**src/rtl/adder_stage_pkg.sv**
```systemverilog
// Shared types for the adder result stage: FSM states, flag bit positions
// and the {sum, flags} result record held in the main and skid registers.
package adder_stage_pkg;

  localparam int RESULT_W = 32;
  localparam int FLAG_W   = 4;

  localparam int FLG_V = 0;
  localparam int FLG_C = 1;
  localparam int FLG_Z = 2;
  localparam int FLG_N = 3;

  typedef enum logic [1:0] {
    ST_EMPTY = 2'd0,
    ST_ONE   = 2'd1,
    ST_TWO   = 2'd2
  } state_t;

  typedef logic [FLAG_W-1:0] flags_t;

  typedef struct packed {
    logic [RESULT_W-1:0] sum;
    flags_t              flags;
  } result_t;

  function automatic result_t pack_result(input logic [RESULT_W-1:0] sum,
                                          input flags_t flags);
    result_t r;
    r.sum   = sum;
    r.flags = flags;
    return r;
  endfunction

endpackage

```
**src/rtl/adder_flag_gen.sv**
```systemverilog
// Combinational N/Z/C/V status generation from the adder operands and result.
module adder_flag_gen
  import adder_stage_pkg::*;
#(
  parameter int WIDTH = RESULT_W
) (
  input  logic [WIDTH-1:0] a,
  input  logic [WIDTH-1:0] b,
  input  logic [WIDTH-1:0] sum,
  input  logic             cout,
  output flags_t           flags
);

  // Signed overflow: operands agree in sign but the result does not.
  assign flags[FLG_N] = sum[WIDTH-1];
  assign flags[FLG_Z] = (sum == '0);
  assign flags[FLG_C] = cout;
  assign flags[FLG_V] = (a[WIDTH-1] == b[WIDTH-1]) && (sum[WIDTH-1] != a[WIDTH-1]);

endmodule

```
**src/rtl/adder_result_stage.sv**
```systemverilog
// Two-entry skid buffer capturing the adder result and its flags.
// Optional STICKY_FLAGS_EN adds sticky carry/overflow accumulation.
module adder_result_stage
  import adder_stage_pkg::*;
#(
  parameter int WIDTH = RESULT_W
) (
  input  logic             clk,
  input  logic             rst,
  input  logic             in_valid,
  output logic             in_ready,
  input  logic [WIDTH-1:0] in_a,
  input  logic [WIDTH-1:0] in_b,
  input  logic [WIDTH-1:0] in_sum,
  input  logic             in_cout,
  output logic             out_valid,
  input  logic             out_ready,
  output logic [WIDTH-1:0] out_sum,
  output logic [FLAG_W-1:0] out_flags
`ifdef STICKY_FLAGS_EN
  ,
  input  logic             sticky_clr,
  output logic [1:0]       sticky_cv
`endif
);

  state_t  state;
  result_t main_reg;
  result_t skid_reg;
  result_t new_result;
  flags_t  new_flags;
  logic    in_ready_reg;
  logic    in_xfer;
  logic    out_xfer;

  adder_flag_gen #(
    .WIDTH (WIDTH)
  ) u_flag_gen (
    .a     (in_a),
    .b     (in_b),
    .sum   (in_sum),
    .cout  (in_cout),
    .flags (new_flags)
  );

  assign new_result = pack_result(in_sum, new_flags);
  assign in_xfer    = in_valid && in_ready_reg;
  assign out_valid  = (state != ST_EMPTY);
  assign out_xfer   = out_valid && out_ready;

  // in_ready is a flop so it stays low through reset and rises one cycle later.
  always_ff @(posedge clk) begin
    if (rst) begin
      state        <= ST_EMPTY;
      main_reg     <= '0;
      skid_reg     <= '0;
      in_ready_reg <= 1'b0;
    end else begin
      case (state)
        ST_EMPTY: begin
          in_ready_reg <= 1'b1;
          if (in_xfer) begin
            main_reg <= new_result;
            state    <= ST_ONE;
          end
        end
        ST_ONE: begin
          in_ready_reg <= 1'b1;
          if (in_xfer && !out_xfer) begin
            skid_reg     <= new_result;
            state        <= ST_TWO;
            in_ready_reg <= 1'b0;
          end else if (out_xfer && !in_xfer) begin
            state <= ST_EMPTY;
          end else if (in_xfer && out_xfer) begin
            main_reg <= new_result;
          end
        end
        ST_TWO: begin
          in_ready_reg <= 1'b0;
          if (out_xfer) begin
            main_reg     <= skid_reg;
            state        <= ST_ONE;
            in_ready_reg <= 1'b1;
          end
        end
        default: begin
          state        <= ST_EMPTY;
          in_ready_reg <= 1'b1;
        end
      endcase
    end
  end

  assign in_ready  = in_ready_reg;
  assign out_sum   = main_reg.sum;
  assign out_flags = main_reg.flags;

`ifdef STICKY_FLAGS_EN
  logic [1:0] sticky_reg;
  logic [1:0] xfer_cv;

  assign xfer_cv = {main_reg.flags[FLG_C], main_reg.flags[FLG_V]};

  // A clear in the same cycle as a transfer keeps only that transfer's flags.
  always_ff @(posedge clk) begin
    if (rst) begin
      sticky_reg <= 2'b00;
    end else if (sticky_clr) begin
      sticky_reg <= out_xfer ? xfer_cv : 2'b00;
    end else if (out_xfer) begin
      sticky_reg <= sticky_reg | xfer_cv;
    end
  end

  assign sticky_cv = sticky_reg;
`endif

endmodule

```
**config.mk**
```make
export PLATFORM = sky130hd
export DESIGN_NAME = adder_result_stage
export DESIGN_NICKNAME = d
export VERILOG_FILES = /design/src/rtl/adder_stage_pkg.sv /design/src/rtl/adder_flag_gen.sv /design/src/rtl/adder_result_stage.sv
export SDC_FILE = /design/constraint.sdc
export NUM_CORES = 1
export LEC_CHECK = 0
export ABC_CLOCK_PERIOD_IN_PS = 2250
export BUFFER_PORTS_ARGS = -buffer_cell sky130_fd_sc_hd__buf_2
export CORE_MARGIN = 2
export CORE_UTILIZATION = 30
export DETAILED_ROUTE_END_ITERATION = 8
export GPL_ROUTABILITY_DRIVEN = 1
export MAX_ROUTING_LAYER = met4
export PLACE_DENSITY_LB_ADDON = 0.2
export SLEW_MARGIN = 40
export SYNTH_ARGS = -nofsm -noshare
export SYNTH_HDL_FRONTEND = slang
export SYNTH_HIERARCHICAL = 1
export SYNTH_SLANG_ARGS = --single-unit
```
**constraint.sdc**
```tcl
create_clock -name clk -period 2.25 [get_ports clk]
set_clock_uncertainty 0.1 [all_clocks]
set_input_delay 0.1125 -clock clk [delete_from_list [all_inputs] [get_ports clk]]
set_output_delay 0.1125 -clock clk [all_outputs]
set_load 0.1 [all_outputs]
```
==> results.md <==
Outcome:
- The flow ran to the end, and the final reports show no timing, DRC or antenna violations.

Power and ir drop:
- Summing internal, switching and leakage power gives about 7 mW.
- The cell-internal power is 3.20 mW.
- VDD sags by at most 1.01 mV.
- Of the total power, the share spent switching nets is 0.548.
- The portion of total power attributed to the clock network is 0.176.
- The logic gate share of total power is 0.557.
- The power spent charging and discharging nets is around 3.9 mW.
- The share of total power dissipated in sequential elements is 0.267.
- The leakage power of the design is around 1.6 nW.
- For this design the ratio of total power to cell area is between 1500 and 2000 nW/um^2.

Timing:
- The relative slew slack is 0.560.
- For this run, the top clock speed supported by timing is 0.472 GHz.
- Setup repair after global routing could not meet its margin everywhere.
- The shortest period the worst path allows is between 2000 and 2500 ps.
- The final-layout worst hold slack is 50.1 ps.
- The final count of pins violating max slew is 0.
- Dividing the final minimum period by the clock period gives 0.941.
- Setup violations remaining at the end of the flow were counted as 0.
- The final hold violation count was 0.
- The actual transition at the worst max-transition pin is about 660 ps.

Floorplan:
- The number of cell rows is 38.
- The floorplan step defined a die boundary enclosing 11900 sq um.
- In this run the count of I/O pins placed on the die edge is about 140.
- Measured along the x axis, the die boundary spans ~110 um.
- For this configuration, the core starts out at a cell density of 0.306.
- The area of the core is 10800 sq um.
- The vertical die dimension is about 110 um.

Worst setup path:
- Data on the critical path arrives at its endpoint at 2270 ps.
- The slowest stage of the critical path belongs to the cell sky130_fd_sc_hd__dfxtp_1.
- Traced cell by cell, the critical path runs through inv_1 -> ha_1 -> nand2b_1 -> o31ai_4 -> buf_4 -> a21oi_1 -> a211oi_1.
- The critical path class is reg2reg.
- The required time of the critical path is roughly 2400 ps.
- The maximum fanout count along the critical path is 18.
- The launch point of the worst path is state[0].
- The source of the worst register-to-register timing path is state[0].
- The launching element type of the critical path is a flip-flop.
- The critical path's largest stage delay is 390 ps.
- STA classifies the critical path endpoint as a flip-flop.

Hold path:
- The startpoint identified for the worst hold timing path is in_valid.
- The min-delay analysis places its worst path in the category in2reg.

Routing:
- After detailed routing, the average wire length per cell comes to around 14 um.
- The final route contains a little under 3000 vias.
- The DRC violation count after routing is 0.
- The wire length reported by the detailed router is ~9 mm.
- The first detailed-routing pass ran for 4 iterations.
- The detailed router finished its first iteration with between 100 and 150 violations.
- In this run the remaining antenna-violating nets after routing total 0.
- The via density per instance is roughly 4.8.

Layout:
- The area growth from synthesis to layout is 32.8%.
- The fraction of final layout cells with drive strength greater than 1 is 0.237.
- The post-layout net count is approximately 580.
- The finished layout holds between 600 and 700 standard cells, fillers aside.
- The final cell area excluding filler cells is between 4000 and 5000 sq um.
- The number of antenna diodes in the final layout is 0.
- The register with the most flip-flops in the layout has 36 of them.
- The utilization of the core after routing is 0.407.

CTS:
- The H-tree generated during clock tree synthesis spans 3 levels.
- After clock tree synthesis, the clock-pin slew on the worst setup and hold paths is around 80 ps.
- Clock latency on the worst-skew pair, taken at its later pin, is between 300 and 400 ps.
- The maximum count of clock buffers along a single path is 2.
- The root cell of the clock tree is sky130_fd_sc_hd__clkbuf_8.
- The total CTS buffers is 9.
- TritonCTS built the clock tree.
- CTS saw between 70 and 80 sinks.
- The number of gates resized after CTS was 0.

Yosys:
- For this run, the register share of the synthesized area comes to 0.454.
- The cell type with the largest total area after synthesis is sky130_fd_sc_hd__dfxtp_1.
- The Yosys step of the flow raised 6 warnings.
- In the post-synthesis netlist, the biggest area contributors are sky130_fd_sc_hd__dfxtp_1, sky130_fd_sc_hd__mux2i_1, sky130_fd_sc_hd__a21oi_1, sky130_fd_sc_hd__nand2_1, sky130_fd_sc_hd__a211oi_1.
- The share of synthesized area in the top cell type comes to 0.454.
- Synthesis inferred between 70 and 80 register bits.
- When the netlist entered floorplanning its net count stood at 475.
- The area of the mapped netlist is about 3300 sq um.
- The number of unique standard cell types used by synthesis is 29.
- The cell count after synthesis came out at ~370.
- In this run the mean area of a mapped cell was 8.96 sq um.

Global routing:
- The first-pass GRT wire length is roughly 14 mm.
- Entering global routing, the biggest net connects 38 pins.
- The number of global-route vias before repair is 2859.
- The aggregate global routing overflow is 0.
- The number of antenna violations at the first check in global routing is 0.
- In the global route stage, overall resource usage came out at 0.159.

Flow run:
- Max-cap violations in this run came to 0.

Place:
- At the end of routability-driven placement, the weighted congestion stood at roughly 0.75.
- After detailed placement, the design holds a cell count of between 500 and 600.
- Once placement finished, the instance area stood at between 3000 and 4000 sq um.
- The number of I/O port buffers is 76.
- The HPWL after detailed placement is 6.04 mm.
cells by family after synthesis:
logic type,synth area share
and+or+nand+nor,0.127
adders and majority gates,0.0189
buffers and inverters,0.0640
AOI/OAI and AO/OA,0.223
muxes,0.112
DFF,0.454
power groups by stage:
| stage | Sequential, mW | Combinational, mW | Clock [mW] |
|---|---|---|---|
| final | 1.89 | 3.95 | 1.25 |
| after global routing | 1.94 | 4.14 | 1.34 |
| after CTS | 1.90 | 3.98 | 1.27 |
| after floorplan | 4.15 | 1.08 | 0 |
| after detailed placement | 1.93 | 3.93 | 0 |
| after global placement | 1.92 | 3.92 | 0 |
per-stage QoR:
step	worst slack [ps]	TNS [ps]
global placement	187	0
finish	132	0
global route	-43.1	-243
CTS	126	0
floorplan	70.7	0
detailed placement	155	0
final timing paths:
| check | to | slack, ps | depth (start not counted) |
|---|---|---|---|
| worst min-delay path | in_ready | 50 | 4 |
| worst min register to register | skid_reg[10] | 360 | 2 |
| worst max register to register | out_sum[18] | 130 | 7 |
| worst max-delay path | out_sum[18] | 130 | 7 |
cells in the mapped netlist:
cell	instances
sky130_fd_sc_hd__clkbuf_1	14
sky130_fd_sc_hd__nand2_1	78
sky130_fd_sc_hd__and4_1	1
sky130_fd_sc_hd__ha_1	5
sky130_fd_sc_hd__buf_4	2
sky130_fd_sc_hd__o21ai_0	1
sky130_fd_sc_hd__a31oi_1	1
sky130_fd_sc_hd__o211a_1	1
sky130_fd_sc_hd__nor2_1	2
sky130_fd_sc_hd__dfxtp_1	75
sky130_fd_sc_hd__buf_2	10
sky130_fd_sc_hd__nor2b_1	2
sky130_fd_sc_hd__inv_1	4
sky130_fd_sc_hd__and2_1	1
sky130_fd_sc_hd__a211oi_1	36
sky130_fd_sc_hd__nor4_1	6
sky130_fd_sc_hd__mux2i_1	37
sky130_fd_sc_hd__nand2b_1	1
sky130_fd_sc_hd__a2111oi_4	1
sky130_fd_sc_hd__o21a_1	1
sky130_fd_sc_hd__a21boi_1	1
sky130_fd_sc_hd__o31ai_4	1
sky130_fd_sc_hd__o32ai_1	1
sky130_fd_sc_hd__a21oi_1	73
sky130_fd_sc_hd__nor4_2	2
sky130_fd_sc_hd__nand4_1	3
sky130_fd_sc_hd__a211o_1	1
sky130_fd_sc_hd__buf_6	7
sky130_fd_sc_hd__nand3_1	1
worst max-delay path, delay by kind of cell, from the launching register on:
| kind | cells | cell delay [ps] |
|---|---|---|
| compound gates | 3 | 590 |
| flops | 1 | 390 |
| buf+inv | 2 | 390 |
| simple gates | 1 | 280 |
| fa+ha+maj | 1 | 260 |
placed cells by master (no fill, tap or decap), types with 2 or more instances in the layout:
cell type,Yosys,final
sky130_fd_sc_hd__buf_12,0,3
sky130_fd_sc_hd__a211oi_1,36,36
sky130_fd_sc_hd__inv_1,4,4
sky130_fd_sc_hd__ha_1,5,4
sky130_fd_sc_hd__mux2i_1,37,37
sky130_fd_sc_hd__clkinv_2,0,2
sky130_fd_sc_hd__nand2_1,78,78
sky130_fd_sc_hd__nor4_2,2,2
sky130_fd_sc_hd__dlygate4sd3_1,0,33
sky130_fd_sc_hd__buf_4,2,12
sky130_fd_sc_hd__buf_2,10,76
sky130_fd_sc_hd__a21oi_1,73,73
sky130_fd_sc_hd__clkbuf_8,0,9
sky130_fd_sc_hd__nor2_1,2,2
sky130_fd_sc_hd__bufinv_16,0,3
sky130_fd_sc_hd__nor4_1,6,6
sky130_fd_sc_hd__nor2b_1,2,2
sky130_fd_sc_hd__nand4_1,3,3
sky130_fd_sc_hd__dfxtp_1,75,74
area by class of cell:
type,count,area (sq um)
clock buffer,9,124
timing repair buffer,124,861
clock inverter,7,116
inverter,4,15.0
fill,1097,6400
sequential,75,1500
multi-input combinational,257,1590
tap,140,175
metal layers:
metal | share of wire | vias to the layer above | global-route usage
li1 | - | 1511 | -
met1 | 0.47 | 1363 | 0.200
met2 | 0.46 | 67 | 0.256
met3 | 0.044 | 14 | 0.0281
met4 | 0.019 | 0 | 0.0577
met5 | 0 | - | -
what timing repair did:
item	4_1_cts	5_1_grt
hold buffers	33	0
endpoints found under the hold margin	34	0
setup endpoints to repair	0	15
setup buffers	0	0
Note: power is estimated with default switching activity, not from simulation.
